`src/rtl/frame_align_ctrl.sv`:
```
// frame_align_ctrl: bitslip search and lock monitor for the ADC frame-clock word
module frame_align_ctrl #(
    parameter logic [7:0] FRAME_PATTERN = 8'hF0,
    parameter int SETTLE_CYCLES = 4,
    parameter int MATCH_COUNT = 16,
    parameter int MAX_SLIPS = 8,
    parameter int LOSS_COUNT = 4
) (
    input  logic       adc_clk,
    input  logic       adc_rst,
    input  logic       align_en,
    input  logic [7:0] frm_data,
    output logic       bitslip,
    output logic       aligned,
    output logic       align_err,
    output logic [3:0] slip_count,
    output logic [7:0] relock_count
);
    localparam logic [7:0] SETTLE_LAST = 8'(SETTLE_CYCLES - 1);
    localparam logic [7:0] MATCH_LAST = 8'(MATCH_COUNT - 1);
    localparam logic [7:0] LOSS_LAST = 8'(LOSS_COUNT - 1);
    localparam logic [3:0] SLIP_MAX = 4'(MAX_SLIPS);

    typedef enum logic [2:0] {IDLE, SETTLE, CHECK, SLIP, LOCKED, FAIL} state_t;

    state_t state, state_d;
    logic [7:0] settle_cnt, settle_d, match_cnt, match_d, loss_cnt, loss_d, relock_d;
    logic [3:0] slip_d;
    logic match;

    assign match = frm_data == FRAME_PATTERN;

    always_comb begin
        state_d = state;
        settle_d = settle_cnt;
        match_d = match_cnt;
        loss_d = loss_cnt;
        slip_d = slip_count;
        relock_d = relock_count;
        if (!align_en) state_d = IDLE;
        else case (state)
            IDLE: begin
                state_d = SETTLE;
                settle_d = '0;
                match_d = '0;
                loss_d = '0;
                slip_d = '0;
            end
            SETTLE: begin
                settle_d = settle_cnt + 8'd1;
                if (settle_cnt == SETTLE_LAST) begin
                    state_d = CHECK;
                    match_d = '0;
                end
            end
            CHECK: begin
                if (match) begin
                    match_d = match_cnt + 8'd1;
                    if (match_cnt == MATCH_LAST) begin
                        state_d = LOCKED;
                        loss_d = '0;
                    end
                end else state_d = (slip_count < SLIP_MAX) ? SLIP : FAIL;
            end
            SLIP: begin
                state_d = SETTLE;
                settle_d = '0;
                slip_d = slip_count + 4'd1;
            end
            LOCKED: begin
                // a single good word forgives any earlier misses
                if (match) loss_d = '0;
                else if (loss_cnt == LOSS_LAST) begin
                    state_d = SETTLE;
                    settle_d = '0;
                    loss_d = '0;
                    slip_d = '0;
                    relock_d = relock_count + {7'd0, relock_count != 8'hFF};
                end else loss_d = loss_cnt + 8'd1;
            end
            default: ;
        endcase
    end

    always_ff @(posedge adc_clk) begin
        if (adc_rst) begin
            state <= IDLE;
            settle_cnt <= '0;
            match_cnt <= '0;
            loss_cnt <= '0;
            slip_count <= '0;
            relock_count <= '0;
            bitslip <= 1'b0;
            aligned <= 1'b0;
            align_err <= 1'b0;
        end else begin
            state <= state_d;
            settle_cnt <= settle_d;
            match_cnt <= match_d;
            loss_cnt <= loss_d;
            slip_count <= slip_d;
            relock_count <= relock_d;
            bitslip <= state_d == SLIP;
            aligned <= state_d == LOCKED;
            align_err <= state_d == FAIL;
        end
    end
endmodule
```
`config.mk`:
```
export PLATFORM = sky130hd
export DESIGN_NAME = frame_align_ctrl
export DESIGN_NICKNAME = d
export VERILOG_FILES = /design/src/rtl/frame_align_ctrl.sv
export SDC_FILE = /design/constraint.sdc
export NUM_CORES = 1
export LEC_CHECK = 0
export ABC_AREA = 1
export ABC_CLOCK_PERIOD_IN_PS = 2400
export BUFFER_PORTS_ARGS = -buffer_cell sky130_fd_sc_hd__buf_4
export CAP_MARGIN = 20
export CORE_ASPECT_RATIO = 0.8
export CORE_MARGIN = 1.5
export CORE_UTILIZATION = 45
export DETAILED_ROUTE_END_ITERATION = 16
export GPL_ROUTABILITY_DRIVEN = 0
export GPL_TIMING_DRIVEN = 0
export PLACE_DENSITY = 0.65
export SLEW_MARGIN = 15
export SYNTH_ARGS = -nofsm -noshare
export SYNTH_HDL_FRONTEND = slang
export SYNTH_SLANG_ARGS = --single-unit
export TNS_END_PERCENT = 10
```
`constraint.sdc`:
```
create_clock -name adc_clk -period 2.4 [get_ports adc_clk]
set_input_delay 0 -clock adc_clk [delete_from_list [all_inputs] [get_ports adc_clk]]
set_output_delay 0 -clock adc_clk [all_outputs]
set_load 0.03 [all_outputs]
```
Yosys cells after proc, flatten, opt, wreduce, memory -nomap -nowiden
Cells that the tools add are included.
{ "op_classes": {"bitwise_logic": 1, "n_addsub": 5, "mux": 22, "eq_ne": 17, "n_lt_le_gt_ge": 1, "reduce_logical": 11} }
{ "ops": {"columns": ["operator", "count"], "rows": [
  ["one-hot mux 8 bit (3 select lines)", 3],
  ["two-way mux 8 bit", 8],
  ["adder 8 x 1 -> 8 bit, second input constant", 3],
  ["two-way mux 3 bit", 7],
  ["AND reduction 4 bit", 5],
  ["== test 8 x 2 -> 1 bit, second input constant", 2],
  ["one-hot mux 3 bit (4 select lines)", 1],
  ["one-hot mux 4 bit (3 select lines)", 1],
  ["nonzero test 3 bit", 4],
  ["!= test 2 bit, second input constant", 5],
  ["== test 3 x 2 -> 1 bit, second input constant", 3],
  ["== test 3 bit, second input constant", 3],
  ["adder 8 x 1 -> 8 bit", 1],
  ["== test 8 x 4 -> 1 bit, second input constant", 1],
  ["== test 8 bit, second input constant", 1],
  ["two-way mux 4 bit", 2],
  ["!= test 8 bit, second input constant", 1],
  ["adder 4 x 1 -> 4 bit, second input constant", 1],
  ["less-than comparator 4 bit, second input constant", 1],
  ["== test 3 x 1 -> 1 bit, second input constant", 1],
  ["zero test 3 bit", 1],
  ["OR reduction 2 bit", 1],
  ["inverter 1 bit", 1]
]} }
{ "word_totals": {"in_bits": 11, "wordCells": 66, "regBits": 42} }

Logic depth before layout (Yosys ltp)
Gate-level depths: netlist of run 1.
{ "depth": {"ltp_word": 6, "depth_mapped": 11, "mapped_depth_nobuf": 11} }

Least setup slack after synthesis of run 1
Ideal clock, no wire load.
{ "synth_timing": {"path_type": "reg2reg", "start": "register relock_count[2]", "end": "register relock_count[4]", "stages_incl_launch_ff": 10, "synth_period_minus_slack_ns": 1.875, "slack_ns": 0.525, "arrival_time_ns": 1.804, "required_time_ns": 2.329, "path_cell_list": "dfxtp_1 inv_1 nor3_1 nand2_1 ha_1 ha_1 nand3_1 xnor2_1 nand3_1 a21oi_1"} }
{ "synth_via": {"elab_chain_cells": 2} }
{ "synth_rtl": {"columns": ["item", "line", "rtl"], "rows": [
  ["start: declaration", "17", "output logic [7:0] relock_count"],
  ["start signal: assignment", "102", "relock_count <= relock_d;"],
  ["!= test 8 bit", "78", "relock_d = relock_count + {7'd0, relock_count != 8'hFF};"],
  ["adder 8 x 1 -> 8 bit *", "78", null]
]} }
Every way passes the cells marked *; elsewhere a longest branch is shown, timed or not.
A chain may end at the register's enable or synchronous reset.

Final worst setup path of run 1
Ends and elaborated chain as after synthesis.

==> results of run 1 <==
-- metrics by stage --
step	setup WS, ns	cells	total power (uW)	instance area [sq um]
finish	0.495	489	1310	2860
global route	0.350	489	1370	2860
CTS	0.492	489	1320	2860
detailed placement	0.518	480	840	2760
global placement	0.537	480	838	2760
floorplan	0.525	390	798	2490
-- area by class of cell --
type                    count  area [sq um]
fillers                   563          2540
plain buffers               4          22.5
repair buffers             26           198
multi-input cells         295          1440
flip-flops and latches     42           841
clock inverters             3          23.8
inverters                  49           184
well taps                  65          81.3
clock buffers               5          68.8
-- kinds of logic after synthesis --
logic type,share of synthesized area
flops,0.338
xor+xnor,0.0422
compound gates,0.112
simple gates,0.395
buf+inv,0.0829
fa+ha+maj,0.0301
-- synthesized netlist by cell type --
master / n / area share
nor2_2: 5 / 0.013
xor2_1: 9 / 0.032
inv_2: 3 / 0.0045
a21o_1: 1 / 0.0030
nand2_1: 107 / 0.16
nand4_1: 10 / 0.025
o21ai_2: 2 / 0.0070
or2_2: 2 / 0.0050
nor2_4: 2 / 0.0090
a21oi_4: 1 / 0.0065
a21oi_1: 35 / 0.070
o21bai_1: 1 / 0.0030
nand2_4: 1 / 0.0045
o21ai_0: 9 / 0.018
xnor2_1: 3 / 0.011
nand3_1: 33 / 0.066
dfxtp_1: 42 / 0.34
nor2_1: 52 / 0.078
nor3_1: 8 / 0.016
clkbuf_1: 3 / 0.0045
nor3b_1: 3 / 0.0090
nand2_2: 3 / 0.0075
inv_1: 46 / 0.069
ha_1: 6 / 0.030
o21ai_1: 2 / 0.0040
buf_6: 1 / 0.0045
-- power by group through the flow --
stage	sequential, uW	combinational [uW]	clock, uW
finish	709	115	483
global route	710	131	529
CTS	709	117	497
detailed placement	725	115	0
global placement	725	113	0
floorplan	726	71.7	0
-- sequential cells by signal (all words and copies together), names as in the netlist --
register	count
align_err	1
aligned	1
bitslip	1
loss_cnt	8
match_cnt	8
relock_count	8
settle_cnt	8
slip_count	4
state	3
-- placed cells by master (no fill, tap or decap), drive strengths merged, types with 9 or more instances in the layout --
cell   count
dfxtp     42
nor2      59
xor2       9
buf       26
inv       50
o21ai     13
nand3     33
a21oi     36
nand4     10
nand2    111
-- timing repair --
| action | 4_1_cts | 5_1_grt |
|---|---|---|
| endpoints found under the hold margin | 2 | 0 |
| hold buffers | 1 | 0 |
| buffers inserted | 0 | 0 |
-- routing by layer --
metal,global-route usage,vias up,wire length [um]
met5,0,-,0
met4,0.0645,0,79
met3,0.0536,7,287
met2,0.326,52,2600
met1,0.289,1116,2960
li1,-,1308,-
-- worst min-delay path by stage --
stage | start | endpoint | slack, ns | cells past startpoint
floorplan | adc_rst | settle_cnt[2]$_SDFFE_PP0P_ | 0.17 | 3
global placement | adc_rst | settle_cnt[2]$_SDFFE_PP0P_ | 0.32 | 4
detailed placement | adc_rst | settle_cnt[2]$_SDFFE_PP0P_ | 0.32 | 4
CTS | align_en | bitslip$_SDFF_PP0_ | 0.09 | 5
global route | align_en | state[2]$_SDFF_PP0_ | 0.13 | 3
finish | align_en | bitslip$_SDFF_PP0_ | 0.1 | 5
-- worst reg2reg max path: stages, from the launching register on --
cell	delay, ns
dfxtp_1	0.41
inv_1	0.09
nor3_1	0.34
nand2_1	0.11
ha_1	0.22
ha_1	0.20
nand3_1	0.10
xnor2_1	0.12
nand3_1	0.09
a21oi_1	0.15
==> flow_metrics.py, run 1 <==
metrics = {
    "outcome": {
        "status": "completed",
    },
    "power": {
        "clkPwrFrac": 0.369,
        "swShare": 0.273,
        "p_switching_uw": 357,
        "ir_worst_vdd_mv": 0.331,
        "leakage_uw": 0.00116,
        "seqPwrFrac": 0.543,
        "power_density_mw_per_mm2": 457,
        "p_comb_frac": 0.088,
        "intPower_uw": 950,
    },
    "logic_synthesis": {
        "yosysUniqueCellTypes": 26,
        "syn_inst": 390,
        "yosys_warnings": 0,
        "syn_avg_cell_area_sq_um": 6.38,
        "ys_ff_latch": 42,
        "netlist_area_sq_mm": 0.00249,
        "synth_seq_area_share": 0.338,
        "synthesis.nets": 407,
    },
    "floorplanning": {
        "core_area_sq_mm": 0.00541,
        "rows": 24,
        "die-width_um": 86.2,
        "ios": 26,
        "start_util": 0.461,
        "die_y_um": 69.5,
        "die_area_sq_mm": 0.00599,
    },
    "layout": {
        "area_growth_pct": 14.9,
        "nets": 440,
        "insertedDiodeCount": 0,
        "drive_above_1_share": 0.125,
        "final_util": 0.529,
    },
    "setup_path": {
        "reg2reg_slack_ns": 0.49,
        "cpPeakStageDelay_ns": 0.41,
        "cp-end-kind": "flip-flop",
        "path_cells": "inv_1 -> nor3_1 -> nand2_1 -> ha_1 -> ha_1 -> nand3_1 -> xnor2_1 -> nand3_1 -> a21oi_1",
        "r2r_start": "relock_count[2]$_SDFFE_PP0P_",
        "start_kind": "flip-flop",
        "worstSetupPathType": "reg2reg",
        "critical_path.top_delay_family": "simple AND/OR/NAND/NOR gates",
        "endpoint": "relock_count[4]$_SDFFE_PP0P_",
        "critPathSlowestCell": "dfxtp_1",
        "cp_max_fo": 5,
        "crit_start": "relock_count[2]$_SDFFE_PP0P_",
        "worstRegToRegCells": 9,
        "crit_cells": 9,
        "arrival_ns": 2.14,
        "cp_num_buf_inv": 1,
        "cp.required_ns": 2.64,
        "reg2reg_to": "relock_count[4]$_SDFFE_PP0P_",
    },
    "global_route": {
        "grt_pass1_vias": 2267,
        "grtUsageTotal": 0.211,
        "grt_max_degree": 16,
        "gr-total-overflow": 0,
        "antenna_found_initial": 0,
        "grt_pass1_wl_um": 10100,
    },
    "detailed_routing": {
        "ant_nets": 0,
        "dr.pass1.iters": 4,
        "avgRoutedWirePerCell_um": 12.1,
        "drt_iter0_markers": 119,
        "num_vias": 2483,
        "drc": 0,
        "wl_um": 5920,
        "via_per_inst": 5.08,
    },
    "clocking": {
        "clockBufferDepth": 2,
        "clkLatencyLatePin_ns": 0.30,
        "cts_max_level": 2,
        "cts_root_buf": "clkbuf_8",
        "cts-buffers-inserted": 5,
        "cts_tree": "yes",
        "cts_sinks": 42,
        "clk_pin_slew_ns": 0.09,
        "cts_resized": 0,
    },
    "timing": {
        "finalCriticalPeriod_ns": 1.91,
        "setup_viol": 0,
        "hold_viol_final": 0,
        "hold_slack_ns": 0.0977,
        "grt_setup_unrepaired": "false",
        "fmax_mhz": 525,
        "drv_slew": 0,
        "fin_setup_tns_ns": 0,
        "finalClockSkew_ns": 0.00919,
        "worstMarginPinSlew_ns": 0.613,
        "slew_headroom": 0.591,
        "period_share": 0.794,
    },
    "placed_design": {
        "hpwl_um": 4410,
        "port_buffers": 25,
    },
    "worst_hold_path": {
        "hold_class": "in2reg",
    },
    "flow_run": {
        "cap_violations": 0,
    },
}
Note: power is estimated with default switching activity, not from simulation.
==> run 2: changes to the inputs <==
- ABC_CLOCK_PERIOD_IN_PS: 2400 -> 1800
- clock period: 2.4 -> 1.8 ns (I/O delays scaled with it)
==> run 2 against run 1 <==
  * Clock power increased by 56%
  * Hold slack gained 0.016 ns
  * Highest routed layer unchanged
  * Power up 42%
  * Fmax is 12% higher
  * First-iteration DRC count up 35%
  * Wire length grew 1.3%
==> flow_metrics.py, run 2 (synthesis gave the netlist of run 1 again) <==
metrics = {
    "outcome": {
        "status": "completed",
    },
    "placed_design": {
        "hpwl_um": 4270,
        "port_buffers": 25,
        "dp_cells": 480,
    },
    "floorplanning": {
        "rows": 24,
        "die-width_um": 86.2,
        "core_area_sq_mm": 0.00541,
        "ios": 26,
        "die_y_um": 69.5,
        "start_util": 0.461,
        "die_area_sq_mm": 0.00599,
    },
    "timing": {
        "slew_headroom": 0.589,
        "worstMarginPinSlew_ns": 0.617,
        "fmax_mhz": 588,
        "finalCriticalPeriod_ns": 1.70,
        "setup_viol": 0,
        "drv_slew": 0,
        "hold_viol_final": 0,
        "period_share": 0.945,
        "grt_setup_unrepaired": "true",
        "finalClockSkew_ns": 0.0106,
    },
    "detailed_routing": {
        "ant_nets": 0,
        "num_vias": 2535,
        "via_per_inst": 5.15,
        "avgRoutedWirePerCell_um": 12.2,
        "drt_iter0_markers": 161,
        "wl_um": 6000,
        "dr.pass1.iters": 4,
        "drc": 0,
    },
    "global_route": {
        "grtUsageTotal": 0.211,
        "grt_max_degree": 14,
        "grt_pass1_wl_um": 10300,
        "antenna_found_initial": 0,
        "gr-total-overflow": 0,
        "grt_pass1_vias": 2335,
    },
    "worst_hold_path": {
        "hold_depth": 5,
        "min_to": "bitslip$_SDFF_PP0_",
        "hold_start": "align_en",
        "hold_class": "in2reg",
    },
    "power": {
        "fin_total_pwr_uw": 1860,
        "leakage_uw": 0.00121,
        "power_density_mw_per_mm2": 627,
        "ir_worst_vdd_mv": 0.453,
    },
    "setup_path": {
        "start_kind": "flip-flop",
        "reg2reg_to": "relock_count[6]$_SDFFE_PP0P_",
        "cp-end-kind": "flip-flop",
        "critPathSlowestCell": "dfxtp_1",
        "crit_path_frequent_cell": "nor2_1",
        "cp_max_fo": 8,
        "worstRegToRegCells": 8,
        "reg2reg_slack_ns": 0.1,
        "arrival_ns": 1.89,
        "cp.required_ns": 1.99,
        "path_cells": "nor2_2 -> nand2_2 -> inv_2 -> nand4_1 -> nor2_1 -> nand3_1 -> nand2_1 -> nor2_1",
        "worstSetupPathType": "reg2reg",
        "cpPeakStageDelay_ns": 0.38,
        "r2r_start": "state[0]$_SDFF_PP0_",
    },
    "layout": {
        "drive_above_1_share": 0.169,
        "nFillCells": 554,
        "final_common_cell": "nand2_1",
        "nets": 443,
        "final_util": 0.548,
        "fin_cells": 492,
        "area_growth_pct": 19.0,
        "final_cell_mix": "nand2_1 (103), nor2_1 (50), inv_1 (44)",
        "insertedDiodeCount": 0,
    },
    "flow_run": {
        "cap_violations": 0,
    },
    "clocking": {
        "clkLatencyLatePin_ns": 0.29,
        "cts_root_buf": "clkbuf_8",
        "cts_sinks": 42,
        "cts_max_level": 2,
        "cts-buffers-inserted": 5,
        "cts_tree": "yes",
        "clk_pin_slew_ns": 0.09,
        "clockBufferDepth": 2,
    },
}
[run 2: cell types whose count changed in the layout (fill, tap and decap cells not counted), moves of 3 or more]
cell / before / now
dfxtp_4: 0 / 3
nand2_1: 107 / 103
dfxtp_1: 42 / 38
nand2_2: 3 / 7
[run 2: worst max-delay path by stage]
| stage | from | end | slack [ns] | cells past startpoint |
|---|---|---|---|---|
| 2_1_floorplan | relock_count[5]$_SDFFE_PP0P_ | relock_count[4]$_SDFFE_PP0P_ | 0.06 | 9 |
| 6_report | state[0]$_SDFF_PP0_ | relock_count[6]$_SDFFE_PP0P_ | 0.1 | 8 |
| 3_3_place_gp | relock_count[2]$_SDFFE_PP0P_ | relock_count[4]$_SDFFE_PP0P_ | -0.009 | 9 |
| 5_1_grt | relock_count[3]$_SDFFE_PP0P_ | relock_count[4]$_SDFFE_PP0P_ | -0.01 | 9 |
| 4_1_cts | match_cnt[0]$_SDFFE_PP0P_ | loss_cnt[1]$_SDFFE_PP0P_ | 0.04 | 9 |
| 3_5_place_dp | settle_cnt[0]$_SDFFE_PP0P_ | match_cnt[1]$_SDFFE_PP0P_ | -0.04 | 8 |
[run 2: power breakdown]
| group | leakage [uW] | internal, uW | switching [uW] |
|---|---|---|---|
| registers | 0.000342 | 932 | 8.78 |
| logic | 0.000810 | 57.9 | 108 |
| clock network | 0.0000579 | 409 | 343 |
| total | 0.00121 | 1400 | 459 |
[run 2: layout make-up]
class,instances,area [sq um],share of cell area
tap,65,81.3,0.0274
inverter,49,184,0.0621
clock buffer,5,68.8,0.0232
timing repair buffer,28,213,0.0718
multi-input combinational,296,1500,0.507
buffer,4,22.5,0.00760
sequential,42,853,0.288
clock inverter,3,40.0,0.0135
[run 2: per-stage QoR]
step	instance area (sq um)	hold WS (ns)	worst slack, ns	TNS, ns
5_1_grt	2960	0.151	-0.00999	-0.0261
3_3_place_gp	2760	0.305	-0.00894	-0.0173
4_1_cts	2900	0.101	0.0384	0
2_1_floorplan	2490	0.172	0.0559	0
3_5_place_dp	2760	0.306	-0.0391	-0.249
6_report	2960	0.114	0.0983	0
[run 2: repair_timing]
| action | 4_1_cts | 5_1_grt |
|---|---|---|
| endpoints found under the hold margin | 2 | 0 |
| buffers inserted | 0 | 2 |
| cloned | 0 | 1 |
| setup endpoints to repair | 9 | 31 |
| pin swaps | 0 | 4 |
| hold buffers | 1 | 0 |
| resized for setup | 2 | 18 |
[run 2: layer usage]
layer | GRT usage | share of wire
met5 | 0 | 0
met4 | 0.0663 | 0.0045
met3 | 0.0440 | 0.054
met2 | 0.332 | 0.45
met1 | 0.290 | 0.49
[run 2: worst max-delay path, delay by kind of cell, from the launching register on]
kind	cells	cell delay, ns
flip-flops	1	0.38
AND/OR/NAND/NOR	7	1.12
buffers and inverters	1	0.12
